--- config.mk ---
export PLATFORM = sky130hd
export DESIGN_NAME = apb_i2c_bridge_flat
export DESIGN_NICKNAME = d
export VERILOG_FILES = /design/src/rtl/apb_i2c_bridge_if.sv /design/src/rtl/apb_i2c_bridge.sv /design/src/flat_wrapper.sv
export SDC_FILE = /design/constraint.sdc
export NUM_CORES = 1
export LEC_CHECK = 0
export CAP_MARGIN = 25
export CORE_MARGIN = 1
export CORE_UTILIZATION = 50
export CTS_BUF_LIST = sky130_fd_sc_hd__clkbuf_2
export CTS_CLUSTER_DIAMETER = 80
export DETAILED_ROUTE_END_ITERATION = 12
export PLACE_DENSITY = 0.85
export RECOVER_POWER = 25
export SYNTH_ARGS = -nofsm -noshare
export SYNTH_HDL_FRONTEND = slang
export SYNTH_SLANG_ARGS = --single-unit
--- constraint.sdc ---
create_clock -name clk -period 2.2 [get_ports clk]
set_clock_uncertainty 0.2 [all_clocks]
set_input_delay 0.33 -clock clk [delete_from_list [all_inputs] [get_ports clk]]
set_output_delay 0.33 -clock clk [all_outputs]
set_load 0.02 [all_outputs]
--- src/rtl/apb_i2c_bridge_if.sv ---
`default_nettype none
// ============================================================================
// apb_i2c_bridge_if : APB completer bus plus I2C master command port
// Revision 1.0
// ============================================================================
interface apb_i2c_bridge_if;
  logic       psel;
  logic       penable;
  logic       pwrite;
  logic [7:0] paddr;
  logic [7:0] pwdata;
  logic [7:0] prdata;
  logic       pready;
  logic       pslverr;

  logic       i2c_req;
  logic       i2c_rw;
  logic [7:0] i2c_slave;
  logic [7:0] i2c_addr;
  logic [7:0] i2c_wdata;
  logic       i2c_done;
  logic [7:0] i2c_rdata;
  logic       i2c_err;

  modport slave (
    input  psel, penable, pwrite, paddr, pwdata, i2c_done, i2c_rdata, i2c_err,
    output prdata, pready, pslverr, i2c_req, i2c_rw, i2c_slave, i2c_addr, i2c_wdata
  );

  modport master (
    output psel, penable, pwrite, paddr, pwdata, i2c_done, i2c_rdata, i2c_err,
    input  prdata, pready, pslverr, i2c_req, i2c_rw, i2c_slave, i2c_addr, i2c_wdata
  );
endinterface
`default_nettype wire

--- src/rtl/apb_i2c_bridge.sv ---
`default_nettype none
// ============================================================================
// apb_i2c_bridge : APB register front-end launching single-byte I2C commands
// Revision 1.0
// ============================================================================
module apb_i2c_bridge #(
  parameter int TIMEOUT_CYCLES = 4096
) (
  input logic                clk,
  input logic                reset_n,
  apb_i2c_bridge_if.slave    bus
);

  typedef enum logic [0:0] {
    ST_IDLE = 1'b0,
    ST_REQ  = 1'b1
  } state_e;

  localparam logic [15:0] TMO_LAST = 16'(TIMEOUT_CYCLES - 1);
  localparam logic [7:0]  A_CTRL   = 8'h00;
  localparam logic [7:0]  A_SLV    = 8'h01;
  localparam logic [7:0]  A_MADDR  = 8'h02;
  localparam logic [7:0]  A_WDATA  = 8'h03;
  localparam logic [7:0]  A_RDATA  = 8'h04;
  localparam logic [7:0]  A_STATUS = 8'h05;

  state_e      state_q, state_d;
  logic [15:0] cnt_q, cnt_d;
  logic [7:0]  slv_q, slv_d;
  logic [7:0]  maddr_q, maddr_d;
  logic [7:0]  wdata_q, wdata_d;
  logic [7:0]  rdata_q, rdata_d;
  logic [7:0]  i2c_slave_q, i2c_slave_d;
  logic [7:0]  i2c_addr_q, i2c_addr_d;
  logic [7:0]  i2c_wdata_q, i2c_wdata_d;
  logic        rw_q, rw_d;
  logic        done_q, done_d;
  logic        err_q, err_d;
  logic        tmo_q, tmo_d;

  logic        access;
  logic        busy;
  logic        addr_bad;
  logic        cfg_addr;
  logic        wr_bad;
  logic        stall;
  logic        err_acc;
  logic        wr_ok;
  logic        start;
  logic [7:0]  rd_mux;

  // Access decode; an RDATA read is the only access that may insert wait states.
  always_comb begin
    access   = bus.psel & bus.penable;
    busy     = (state_q == ST_REQ);
    addr_bad = (bus.paddr > A_STATUS);
    cfg_addr = (bus.paddr == A_SLV) | (bus.paddr == A_MADDR) | (bus.paddr == A_WDATA);
    wr_bad   = bus.pwrite & ((bus.paddr == A_RDATA) |
                             (busy & (bus.paddr == A_CTRL) & bus.pwdata[0]) |
                             (busy & cfg_addr));
    stall    = access & ~bus.pwrite & (bus.paddr == A_RDATA) & busy;
    err_acc  = access & (addr_bad | wr_bad);
    wr_ok    = access & bus.pwrite & ~err_acc;
    start    = wr_ok & (bus.paddr == A_CTRL) & bus.pwdata[0];
  end

  always_comb begin
    rd_mux = 8'h00;
    case (bus.paddr)
      A_SLV:    rd_mux = slv_q;
      A_MADDR:  rd_mux = maddr_q;
      A_WDATA:  rd_mux = wdata_q;
      A_RDATA:  rd_mux = rdata_q;
      A_STATUS: rd_mux = {4'b0000, tmo_q, err_q, done_q, busy};
      default:  rd_mux = 8'h00;
    endcase
  end

  assign bus.pready    = ~stall;
  assign bus.pslverr   = err_acc;
  assign bus.prdata    = (access & ~bus.pwrite & ~stall & ~addr_bad) ? rd_mux : 8'h00;
  assign bus.i2c_req   = (state_q == ST_REQ);
  assign bus.i2c_rw    = rw_q;
  assign bus.i2c_slave = i2c_slave_q;
  assign bus.i2c_addr  = i2c_addr_q;
  assign bus.i2c_wdata = i2c_wdata_q;

  always_comb begin
    state_d     = state_q;
    cnt_d       = cnt_q;
    slv_d       = slv_q;
    maddr_d     = maddr_q;
    wdata_d     = wdata_q;
    rdata_d     = rdata_q;
    i2c_slave_d = i2c_slave_q;
    i2c_addr_d  = i2c_addr_q;
    i2c_wdata_d = i2c_wdata_q;
    rw_d        = rw_q;
    done_d      = done_q;
    err_d       = err_q;
    tmo_d       = tmo_q;

    if (wr_ok) begin
      case (bus.paddr)
        A_SLV:    slv_d   = bus.pwdata;
        A_MADDR:  maddr_d = bus.pwdata;
        A_WDATA:  wdata_d = bus.pwdata;
        A_STATUS: begin
          done_d = done_q & ~bus.pwdata[1];
          err_d  = err_q  & ~bus.pwdata[2];
          tmo_d  = tmo_q  & ~bus.pwdata[3];
        end
        default: ;
      endcase
    end

    // Flag sets below come after the W1C clears so a same-cycle set wins.
    case (state_q)
      ST_IDLE: begin
        if (start) begin
          rw_d        = bus.pwdata[1];
          i2c_slave_d = slv_q;
          i2c_addr_d  = maddr_q;
          i2c_wdata_d = wdata_q;
          done_d      = 1'b0;
          err_d       = 1'b0;
          tmo_d       = 1'b0;
          cnt_d       = 16'd0;
          state_d     = ST_REQ;
        end
      end
      ST_REQ: begin
        if (bus.i2c_done) begin
          if (rw_q) begin
            rdata_d = bus.i2c_rdata;
          end
          done_d  = 1'b1;
          if (bus.i2c_err) begin
            err_d = 1'b1;
          end
          state_d = ST_IDLE;
        end else if (cnt_q == TMO_LAST) begin
          done_d  = 1'b1;
          tmo_d   = 1'b1;
          state_d = ST_IDLE;
        end else begin
          cnt_d = cnt_q + 16'd1;
        end
      end
      default: state_d = ST_IDLE;
    endcase
  end

  always_ff @(posedge clk or negedge reset_n) begin
    if (!reset_n) begin
      state_q     <= ST_IDLE;
      cnt_q       <= 16'd0;
      slv_q       <= 8'h00;
      maddr_q     <= 8'h00;
      wdata_q     <= 8'h00;
      rdata_q     <= 8'h00;
      i2c_slave_q <= 8'h00;
      i2c_addr_q  <= 8'h00;
      i2c_wdata_q <= 8'h00;
      rw_q        <= 1'b0;
      done_q      <= 1'b0;
      err_q       <= 1'b0;
      tmo_q       <= 1'b0;
    end else begin
      state_q     <= state_d;
      cnt_q       <= cnt_d;
      slv_q       <= slv_d;
      maddr_q     <= maddr_d;
      wdata_q     <= wdata_d;
      rdata_q     <= rdata_d;
      i2c_slave_q <= i2c_slave_d;
      i2c_addr_q  <= i2c_addr_d;
      i2c_wdata_q <= i2c_wdata_d;
      rw_q        <= rw_d;
      done_q      <= done_d;
      err_q       <= err_d;
      tmo_q       <= tmo_d;
    end
  end

endmodule
`default_nettype wire

--- src/flat_wrapper.sv ---
// flat-port wrapper written by rule: the top's interface ports become plain ports
module apb_i2c_bridge_flat 
#(
  parameter int TIMEOUT_CYCLES = 4096
)
  (clk, reset_n, bus_psel, bus_penable, bus_pwrite, bus_paddr, bus_pwdata, bus_i2c_done, bus_i2c_rdata, bus_i2c_err, bus_prdata, bus_pready, bus_pslverr, bus_i2c_req, bus_i2c_rw, bus_i2c_slave, bus_i2c_addr, bus_i2c_wdata);
  apb_i2c_bridge_if bus_i ();
  input logic clk;
  input logic reset_n;
  input wire logic [$bits(bus_i.psel)-1:0] bus_psel;
  input wire logic [$bits(bus_i.penable)-1:0] bus_penable;
  input wire logic [$bits(bus_i.pwrite)-1:0] bus_pwrite;
  input wire logic [$bits(bus_i.paddr)-1:0] bus_paddr;
  input wire logic [$bits(bus_i.pwdata)-1:0] bus_pwdata;
  input wire logic [$bits(bus_i.i2c_done)-1:0] bus_i2c_done;
  input wire logic [$bits(bus_i.i2c_rdata)-1:0] bus_i2c_rdata;
  input wire logic [$bits(bus_i.i2c_err)-1:0] bus_i2c_err;
  output wire logic [$bits(bus_i.prdata)-1:0] bus_prdata;
  output wire logic [$bits(bus_i.pready)-1:0] bus_pready;
  output wire logic [$bits(bus_i.pslverr)-1:0] bus_pslverr;
  output wire logic [$bits(bus_i.i2c_req)-1:0] bus_i2c_req;
  output wire logic [$bits(bus_i.i2c_rw)-1:0] bus_i2c_rw;
  output wire logic [$bits(bus_i.i2c_slave)-1:0] bus_i2c_slave;
  output wire logic [$bits(bus_i.i2c_addr)-1:0] bus_i2c_addr;
  output wire logic [$bits(bus_i.i2c_wdata)-1:0] bus_i2c_wdata;
  assign bus_i.psel = bus_psel;
  assign bus_i.penable = bus_penable;
  assign bus_i.pwrite = bus_pwrite;
  assign bus_i.paddr = bus_paddr;
  assign bus_i.pwdata = bus_pwdata;
  assign bus_i.i2c_done = bus_i2c_done;
  assign bus_i.i2c_rdata = bus_i2c_rdata;
  assign bus_i.i2c_err = bus_i2c_err;
  assign bus_prdata = bus_i.prdata;
  assign bus_pready = bus_i.pready;
  assign bus_pslverr = bus_i.pslverr;
  assign bus_i2c_req = bus_i.i2c_req;
  assign bus_i2c_rw = bus_i.i2c_rw;
  assign bus_i2c_slave = bus_i.i2c_slave;
  assign bus_i2c_addr = bus_i.i2c_addr;
  assign bus_i2c_wdata = bus_i.i2c_wdata;
  apb_i2c_bridge #(.TIMEOUT_CYCLES(TIMEOUT_CYCLES)) u_core (.clk(clk), .reset_n(reset_n), .bus(bus_i));
endmodule
# After elaboration in Yosys (flattened, before gate mapping)
# Index checks and enable logic that the tools add are counted.
dict set report op_classes {
  n_eq_ne 9
  n_mux 28
  n_addsub 1
  magnitude_cmp 1
  bitwise_logic 31
  reduce_logical 7
}
# operator n
set ops {}
lappend ops {{16-bit 2-to-1 mux} 3}
lappend ops {{8-bit case mux with 5 select lines} 1}
lappend ops {{16-bit case mux with 2 select lines} 1}
lappend ops {{1-bit bitwise AND} 18}
lappend ops {{1-bit 2-to-1 mux} 18}
lappend ops {{16-bit by 1-bit adder with 16-bit output (second input constant)} 1}
lappend ops {{16-bit by 12-bit equality test with 1-bit output (second input constant)} 1}
lappend ops {{8-bit by 2-bit equality test with 1-bit output (second input constant)} 2}
lappend ops {{8-bit by 3-bit equality test with 1-bit output (second input constant)} 2}
lappend ops {{8-bit by 1-bit equality test with 1-bit output (second input constant)} 1}
lappend ops {{8-bit by 3-bit greater-than comparator with 1-bit output (second input constant)} 1}
lappend ops {{8-bit zero test} 1}
lappend ops {{8-bit 2-to-1 mux} 1}
lappend ops {{1-bit inverter} 8}
lappend ops {{1-bit case mux with 2 select lines} 4}
lappend ops {{2-bit AND reduction} 4}
lappend ops {{3-bit AND reduction} 2}
lappend ops {{1-bit bitwise OR} 5}
lappend ops {{2-bit != test (second input constant)} 2}
lappend ops {{2-bit by 1-bit != test with 1-bit output (second input constant)} 1}
dict set report totals {
  register_bits 77
  output_inout_bits 36
  word_cells 90
}

# Logic depth before layout (Yosys ltp)
dict set report logic_depth {
  ltp_word 14
  ltp_mapped 7
  depth_no_buf 5
}

# Worst setup path before layout
# No wires, ideal clock.
dict set report synth_timing {
  kind {flip-flop to output port}
  startpoint {register u_core.state_q (netlist: u_core.bus.i2c_req)}
  endpoint {output bus_prdata[0]}
  required_ns 1.670
  path_buffers 2
  path_stages_with_launch 6
  t_arrival_ns 1.802
  path_slack_ns -0.132
  path_cell_list {dfrtp_1 clkbuf_1 clkbuf_1 o21ai_0 nand4_1 a211oi_1}
}
dict set report synth_via {
  elab_chain_cells 5
  word_cells_on_any_way 6
}
# item line
set synth_lines {}
lappend synth_lines {{start: declaration} apb_i2c_bridge.sv:27} ;# state_e state_q, state_d;
lappend synth_lines {{start signal: assignment} apb_i2c_bridge.sv:170} ;# state_q <= state_d;
lappend synth_lines {{1-bit bitwise AND} apb_i2c_bridge.sv:61} ;# stall = access & ~bus.pwrite & (bus.paddr == A_RDATA) & busy;
lappend synth_lines {{1-bit inverter} apb_i2c_bridge.sv:81} ;# assign bus.prdata = (access & ~bus.pwrite & ~stall & ~addr_bad) ? rd_mux : 8'h00;
lappend synth_lines {{1-bit bitwise AND (2 in a row)} apb_i2c_bridge.sv:81}
lappend synth_lines {{8-bit 2-to-1 mux (*)} apb_i2c_bridge.sv:81}
lappend synth_lines {{end: declaration} flat_wrapper.sv:18} ;# output wire logic [$bits(bus_i.prdata)-1:0] bus_prdata;
# Mark *: on every way between the ends. The rest lies on a longest branch, timed or not.

# Final worst setup path
# Ends and elaborated chain as after synthesis.

==> out/metrics.cfg <==
[floorplan]
core-area_mm2=0.00737
die_x_um=89.9
fp-row-count=31
die_y_um=89.9
pin_count=67
die_area_mm2=0.00809
initial_core_util_pct=52.4

[outcome]
status=finished, violations left
violations=negative setup slack

[placement]
portBuffers=66
dp_hpwl_um=7280
place_ws_ps=-839
dp.cells=524
place_congestion=0.945

[setup_path]
crit_required_ps=1670
rr_endpoint=u_core.bus.i2c_wdata[4]$_DFFE_PN0P_
startpoint_type=flip-flop
r2r_slack_ps=20
worstSetupEndpointType=primary output
path_class=reg -> out
path_max_fanout=4
critPathArrivalTime_ps=1910
reg2reg_depth=7
reg2reg_from=u_core.bus.i2c_req$_DFF_PN0_

[grt]
groute.usage.overall_pct=27.2
gr-total-overflow=0
first_global_vias=3407
antenna_found_initial=0
grt_max_degree=43
grt_pass1_wl_um=17300

[final_layout]
layout_common_cells=dfrtp_1, buf_4, mux2_2
fin_cells=547
fill_cells=447
seq_area_mm2=0.00193
drive_gt1_share_pct=38.2
layout_commonest_cell=dfrtp_1
final_util_pct=71.7
multi_input_area_mm2=0.00192
area_growth_pct=36.7
fin_nets=475
diodes=0

[synth]
synth_cells=324
yosysWarnings=0
netlist_area_mm2=0.00386
synth_edf_count=0
synth_top_flop_cell=dfrtp_1
synth_top_area_cell=dfrtp_1
synthTopCellsByArea=dfrtp_1, mux2_2, mux2_4
avgSynthCellArea_um2=11.9
synth.net_count=356
yosys.area.top_type_share_pct=49.9
ys_seq_elements=77
ys_async_sr_fraction_pct=100
ys_seq_area_share_pct=49.9
synth.distinct_cells=50

[pwr]
power_density_mw_per_mm2=467
vdd_drop_max_uv=473
power_leakage_nw=2.43

[clocking]
cts_buffers=9
cts_tree=done
cts_root_buf=clkbuf_2
cts_max_path_buffers=2
clk_latency_ps=530
clock_sinks=77
cts_htree_levels=3
clk_pin_slew_worst_paths_ps=230

[route]
routed_wl_um=11200
final_antenna_net_count=0
first_iter_violations=212
vias=3332
wl_per_cell_um=20.5
drcViolationCount=0
firstDrtPassIters=6
drt-vias-per-instance=6.09

[min_path]
min_from=bus_i2c_rdata[1]
worstHoldPathCells=2
worst_hold_path_type=in -> reg
holdPathEnd=u_core.rdata_q[1]$_DFFE_PN0P_

[sta]
worst_pin_slew_ps=882
period_needed_ps=2440
setup_viol=10
fmax_mhz=410
grt_setup_unrepaired=yes
max_slew_margin_pct=41.2
tns_ps=-1100
hold_viol=0
final.setup.worst_slack_ps=-237
drv_slew=0
post-route-period-util_pct=111

[run]
maxCapViolCount=0

[critical path: stages (launching register included)]
cell and delay (ps):
dfrtp_2 500, buf_6 130, mux2i_1 150, nor2_1 60, a31oi_1 230, a211oi_2 130
buf_4 180
[synthesized netlist by cell type (all sizes together), types with 5 or more instances]
| cell | n |
|---|---|
| a31oi | 5 |
| xnor2 | 6 |
| nand4 | 10 |
| nor2b | 7 |
| nor4 | 6 |
| mux2 | 62 |
| nand2 | 16 |
| dfrtp | 77 |
| clkbuf | 10 |
| inv | 7 |
| nor2 | 13 |
| nand3 | 11 |
| a22o | 7 |
| mux2i | 7 |
| buf | 9 |
| o21ai | 8 |
[layer usage]
metal / GRT usage (%) / vias to the layer above / wire length [um]
met5: 0 / - / 0
met4: 13.7 / 0 / 543
met3: 4.48 / 54 / 679
met2: 45.6 / 173 / 5430
met1: 34.0 / 1647 / 4540
li1: - / 1458 / -
[power breakdown]
group,total [mW],switching (mW),internal [mW]
clock network,0.797,0.530,0.267
logic,0.235,0.122,0.113
registers,1.44,0.0100,1.43
[cell type report]
cell class                 instances  area share, %
multi-input combinational        221           36.4
timing repair buffer             127           22.0
sequential                        77           36.5
inverter                           7          0.497
tap                               99           2.34
clock buffer                       9          0.852
clock inverter                     7           1.37
[kinds of logic (layout without fill, tap and decap cells)]
logic type / count (synthesis) / count (layout) / share of synthesized area, %
mux: 69 / 69 / 20.8
buf+inv: 26 / 150 / 3.14
xor+xnor: 7 / 7 / 1.59
simple gates: 91 / 91 / 14.1
fa+ha+maj: 1 / 1 / 0.324
flops: 77 / 77 / 49.9
compound gates: 53 / 53 / 10.3
[worst max-delay path by stage]
stage / start / end / slack [ps]
6_report: u_core.bus.i2c_req$_DFF_PN0_ / bus_prdata[0] / -240
5_1_grt: u_core.bus.i2c_req$_DFF_PN0_ / bus_prdata[0] / -290
4_1_cts: u_core.bus.i2c_req$_DFF_PN0_ / bus_prdata[0] / -220
3_5_place_dp: bus_paddr[7] / bus_prdata[0] / -840
3_3_place_gp: bus_paddr[0] / bus_prdata[3] / -730
2_1_floorplan: u_core.bus.i2c_req$_DFF_PN0_ / bus_prdata[0] / -130
[stage by stage]
stage | power, mW | hold slack (ps) | instance area [um^2]
2_1_floorplan | 1.52 | -166 | 3860
3_3_place_gp | 1.67 | 114 | 4980
3_5_place_dp | 1.68 | 114 | 4980
4_1_cts | 2.46 | 44.8 | 5190
5_1_grt | 2.55 | 182 | 5290
6_report | 2.47 | 188 | 5290
[registers in the layout (all words and copies together) (netlist names), 8 cells and up]
signal and flops:
u_core.maddr_q 8, u_core.bus.i2c_addr 8, u_core.slv_q 8, u_core.cnt_q 16, u_core.rdata_q 8, u_core.wdata_q 8, u_core.bus.i2c_wdata 8, u_core.bus.i2c_slave 8
[repair_timing]
action                                  4_1_cts  5_1_grt
setup buffers                                 3        2
endpoints found under the hold margin        77        0
pin swaps                                     7        8
resized for setup                            87       22
gates cloned                                  0        1
endpoints found under the setup margin       53       36
hold buffers                                  1        0
(Power assumes the default switching activity.)
==> RTL change 1, RTL diff (same settings) <==
`TIMEOUT_CYCLES` is set to 4096 in 2 places; all go to 3072.
--- a/src/rtl/apb_i2c_bridge.sv
+++ b/src/rtl/apb_i2c_bridge.sv
@@ -6,3 +6,3 @@
 module apb_i2c_bridge #(
-  parameter int TIMEOUT_CYCLES = 4096
+  parameter int TIMEOUT_CYCLES = 3072
 ) (
--- a/src/flat_wrapper.sv
+++ b/src/flat_wrapper.sv
@@ -3,3 +3,3 @@
 #(
-  parameter int TIMEOUT_CYCLES = 4096
+  parameter int TIMEOUT_CYCLES = 3072
 )
Function: same outputs for any inputs over 4 cycles, from zero or initial values and one cycle with reset_n low; that may be too few to reach the edited logic, so the function may still have changed.
==> RTL change 1 against the original RTL <==
The run still ends with setup timing left. Worst setup slack better by 0.0012 ns. Wire length down 2.1%. Sequential share of layout area down 0.63 points. Highest routed layer unchanged. Largest power group unchanged. Power up 12%. Sequential cell count unchanged. Synthesized area down 3.1%. Critical path type unchanged. Cell area up 1.7%.
==> RTL change 1: results <==
metrics = {
    "cells_and_area": {
        "final_cells": 612,
        "seq_share_pct": 35.9,
        "drive_gt1_share_pct": 32.0,
        "nets": 540,
        "fillCellCount": 459,
        "inv_count": 4,
        "final-clk-cell-share_pct": 2.68,
        "largest_register_ffs": 16,
        "multi_input_comb_cells": 280,
        "regArea_um2": 1930,
        "final-nonclk-buf-share_pct": 23.2,
        "buffers": 136,
        "multiInputGateArea_um2": 1910,
        "nClkBuffers": 10,
    },
    "grt": {
        "grt_pass1_vias": 3414,
        "grt_start_max_net_pins": 40,
        "met1_usage_pct": 36.7,
        "grt_pass1_wl_um": 16700,
        "grt_use_met3_pct": 7.37,
        "use_met2_pct": 46.3,
        "grt_usage_pct": 28.7,
    },
    "yosys": {
        "synthesis.nets": 409,
        "ys_seq_area_share_pct": 51.4,
        "async_reset_ff_share_pct": 100,
        "ys_types": 48,
        "ys.flop_type": "dfrtp_1",
        "yosys-top-cells-area": "dfrtp_1 (51%), mux2_2 (11%), nand2_1 (9.8%), nor2_1 (2.4%), mux2i_1 (1.9%)",
        "synth.top_cells.by_count": "nand2_1 (98), dfrtp_1 (77), mux2_2 (36)",
        "postSynthAreaPerCell_um2": 9.94,
    },
    "run_status": {
        "violations": "setup timing",
        "outcome": "finished, violations left",
    },
    "route": {
        "wl_met2_um": 5420,
        "top_layer_used": "met4",
        "met1Wirelength_um": 4560,
        "wl_met3_um": 624,
        "route.detailed.vias_per_inst": 5.76,
        "first_pass_iters": 4,
        "drt-initial-drc-count": 267,
        "routedWlPerCell_um": 17.9,
    },
    "placement": {
        "dp_slack_ns": -0.738,
        "place.gp.congestion": 0.871,
        "post_dp_cell_area_um2": 4990,
        "place_inst": 585,
        "hpwl_um": 7100,
    },
    "sta": {
        "setup_viol": 12,
        "hold_slack_ns": 0.179,
        "tns_ns": -1.05,
        "max_slew_margin_pct": 31.9,
        "setup_slack_ns": -0.236,
    },
    "setup_path": {
        "timing.rr.end": "u_core.maddr_q[5]",
        "r2r_slack_ns": -0.02,
        "cp_max_fo": 4,
    },
    "pwr": {
        "ir_worst_vdd_mv": 0.358,
        "p_leak_nw": 2.54,
    },
    "clocking": {
        "clkSlewWorstSetupHoldPaths_ns": 0.26,
        "ctsRootBufferMaster": "clkbuf_2",
    },
    "worst_hold_path": {
        "whs_path_depth": 2,
        "hp-start": "bus_i2c_rdata[3]",
        "holdPathEnd": "u_core.rdata_q[3]",
    },
    "die": {
        "die_w_um": 88.6,
    },
}
-- RTL change 1: cell count changes in the layout (fill, tap and decap cells not counted), sizes merged, moves of 5 or more --
cell   before  now
mux2       62   36
nand2      16   98
nor3        1   17
nand4      10    1
nor2       13   25
o22ai       2    7
buf        69   78
a22o        7    0
-- RTL change 1: power by group --
part / switching, mW / internal, mW / total [mW]
combinational: 0.167 / 0.167 / 0.333
sequential: 0.0377 / 1.45 / 1.49
clock: 0.552 / 0.390 / 0.942
-- RTL change 1: cells by family (layout without fill, tap and decap cells) --
logic type      Yosys count  in the layout  share of synthesized area (%)
buf+inv                  20            156                           2.04
simple gates            180            180                           22.8
flops                    77             77                           51.4
xor+xnor                  6              6                           1.40
fa+ha+maj                 1              1                          0.334
mux                      43             43                           12.7
compound gates           50             50                           9.32
-- RTL change 1: what timing repair did --
item,CTS,global route
setup buffers,8,2
pin swaps,18,9
hold buffers,1,0
gates resized for setup,94,14
endpoints found under the hold margin,77,0
setup endpoints to repair,17,17
==> RTL change 2, RTL diff (same settings) <==
Without the edit above. Reset style: synchronous (`reset_n`), changed in one clocked block.
--- a/src/rtl/apb_i2c_bridge.sv
+++ b/src/rtl/apb_i2c_bridge.sv
@@ -153,3 +153,3 @@
 
-  always_ff @(posedge clk or negedge reset_n) begin
+  always_ff @(posedge clk) begin
     if (!reset_n) begin
Formal check against the unedited RTL: differs if reset_n is asserted again (counterexample within 4 cycles, from zero or initial values and one cycle with reset_n low); with reset_n held inactive, the same outputs for 4 cycles.
==> RTL change 2 against the original RTL <==
The flow still finishes with violations (setup timing). First-iteration DRC count increased by 100%. Via count increased by 19%. Sequential power decreased by 3%. Synthesized area decreased by 5.4%. Power decreased by 4.9%. Sequential cell count unchanged. Critical path depth decreased by 1. Clock power decreased by 5.8%. Worst setup slack got worse by 0.062 ns. Sequential share of layout area decreased by 6.9 points. Wire length increased by 2.9%. Cell count increased by 21%. Cell area decreased by 1.1%. Largest cell class is now multi-input gates.
==> RTL change 2: results <==
metrics = {
    "placement": {
        "hpwl_um": 7850,
        "place.gp.congestion": 0.903,
        "port_buffers": 66,
        "dp_slack_ns": -1.01,
    },
    "grt": {
        "grt_pass1_wl_um": 17500,
        "grt_start_max_net_pins": 44,
        "grt_usage_pct": 30.3,
        "grt_pass1_vias": 3657,
    },
    "clocking": {
        "cts_max_path_buffers": 2,
        "clkSlewWorstSetupHoldPaths_ns": 0.25,
        "numCtsBuffers": 9,
        "htree_levels": 3,
        "ctsRootBufferMaster": "clkbuf_2",
        "clkLatencyLatePin_ns": 0.59,
    },
    "pwr": {
        "ir_worst_vdd_mv": 0.340,
        "p_leak_nw": 2.00,
    },
    "sta": {
        "setup_slack_ns": -0.299,
        "max_slew_margin_pct": 60.5,
        "setup_viol": 12,
        "tns_ns": -2.11,
    },
    "yosys": {
        "ys.warnings.count": 0,
        "synth.top_cells.by_count": "nand2_1 (107), dfxtp_1 (77), mux2i_1 (36)",
        "synthMuxAreaShare_pct": 11.1,
        "synth_fa_ha_area_share_pct": 0.342,
        "yosys-top-cells-area": "dfxtp_1 (42%), nand2_1 (11%), mux2i_1 (9.9%), a21oi_1 (4.8%), nor2_1 (2.3%)",
        "synthesis.nets": 463,
        "ys_types": 55,
        "async_reset_ff_share_pct": 0,
        "synth_xor_area_share_pct": 0,
        "ys_seq_area_share_pct": 42.2,
        "synth-compound-area-share_pct": 16.1,
    },
    "route": {
        "route.detailed.vias_per_inst": 5.98,
        "first_pass_iters": 7,
        "wirelength_um": 11500,
        "drt-initial-drc-count": 432,
    },
    "run_status": {
        "violations": "setup timing",
        "outcome": "finished, violations left",
    },
    "cells_and_area": {
        "drive_gt1_share_pct": 25.7,
        "largest_register_ffs": 16,
        "nets": 592,
    },
    "setup_path": {
        "r2r_start": "u_core.bus.i2c_req",
        "startpoint": "u_core.slv_q[3]",
        "crit_path_max_incr_delay_ns": 0.39,
        "cpMaxStageDelayCell": "dfxtp_2",
        "cp_max_fo": 2,
        "crit_arrival_ns": 1.97,
    },
    "worst_hold_path": {
        "hp-start": "bus_i2c_rdata[6]",
        "hold_path_class": "primary input to register",
    },
}
[RTL change 2: power by group]
group          internal (mW)  leakage (nW)  switching (mW)
Sequential              1.40         0.622       0.0000640
Clock                  0.171        0.0623           0.580
Combinational         0.0988          1.32           0.100
[RTL change 2: final timing paths]
kind,cells past startpoint,slack [ns],to
worst max register to register,7,-0.01,u_core.bus.i2c_rw
worst min-delay path,3,0.13,u_core.rdata_q[6]
worst min register to register,2,0.27,u_core.bus.i2c_slave[1]
worst max-delay path,5,-0.30,bus_prdata[3]
[RTL change 2: logic make-up (layout without fill, tap and decap cells)]
group,Yosys count,after routing
and+or+nand+nor,192,192
AOI/OAI and AO/OA,85,85
DFF,77,77
muxes,40,40
buffers and inverters,36,170
adders and majority gates,1,1
[RTL change 2: routing by layer]
layer	track usage, %	routed length [um]
met2	48.5	5390
met5	0	0
met3	7.68	1020
met4	13.0	343
met1	38.7	4760
[RTL change 2: area by class of cell]
type	count	area, um^2
Multi-Input combinational cell	318	2150
Clock inverter	7	66.3
Inverter	6	22.5
Sequential cell	77	1550
Clock buffer	9	45.0
Tap cell	96	120
Timing Repair Buffer	148	1280
Fill cell	481	1720
[RTL change 2: critical path: cells and delay by family (launching register included)]
| family | cells | cell delay [ns] |
|---|---|---|
| AO/OA/AOI/OAI | 2 | 0.57 |
| buffers and inverters | 1 | 0.14 |
| flip-flops | 1 | 0.39 |
| multiplexers | 1 | 0.26 |
| AND/OR/NAND/NOR | 1 | 0.05 |
[RTL change 2: timing repair]
action,4_1_cts,5_1_grt
resized for setup,94,26
pin swaps,10,17
buffers inserted,5,5
gates cloned,2,0
hold buffers,0,0
setup endpoints to repair,13,23
[RTL change 2: metrics by stage]
step	cell area, um^2	cells	util [%]
6_report	5230	661	75.2
5_1_grt	5230	661	75.2
4_1_cts	5190	656	74.8
3_5_place_dp	5000	634	72.1
3_3_place_gp	5000	634	72.1
2_1_floorplan	3780	431	-
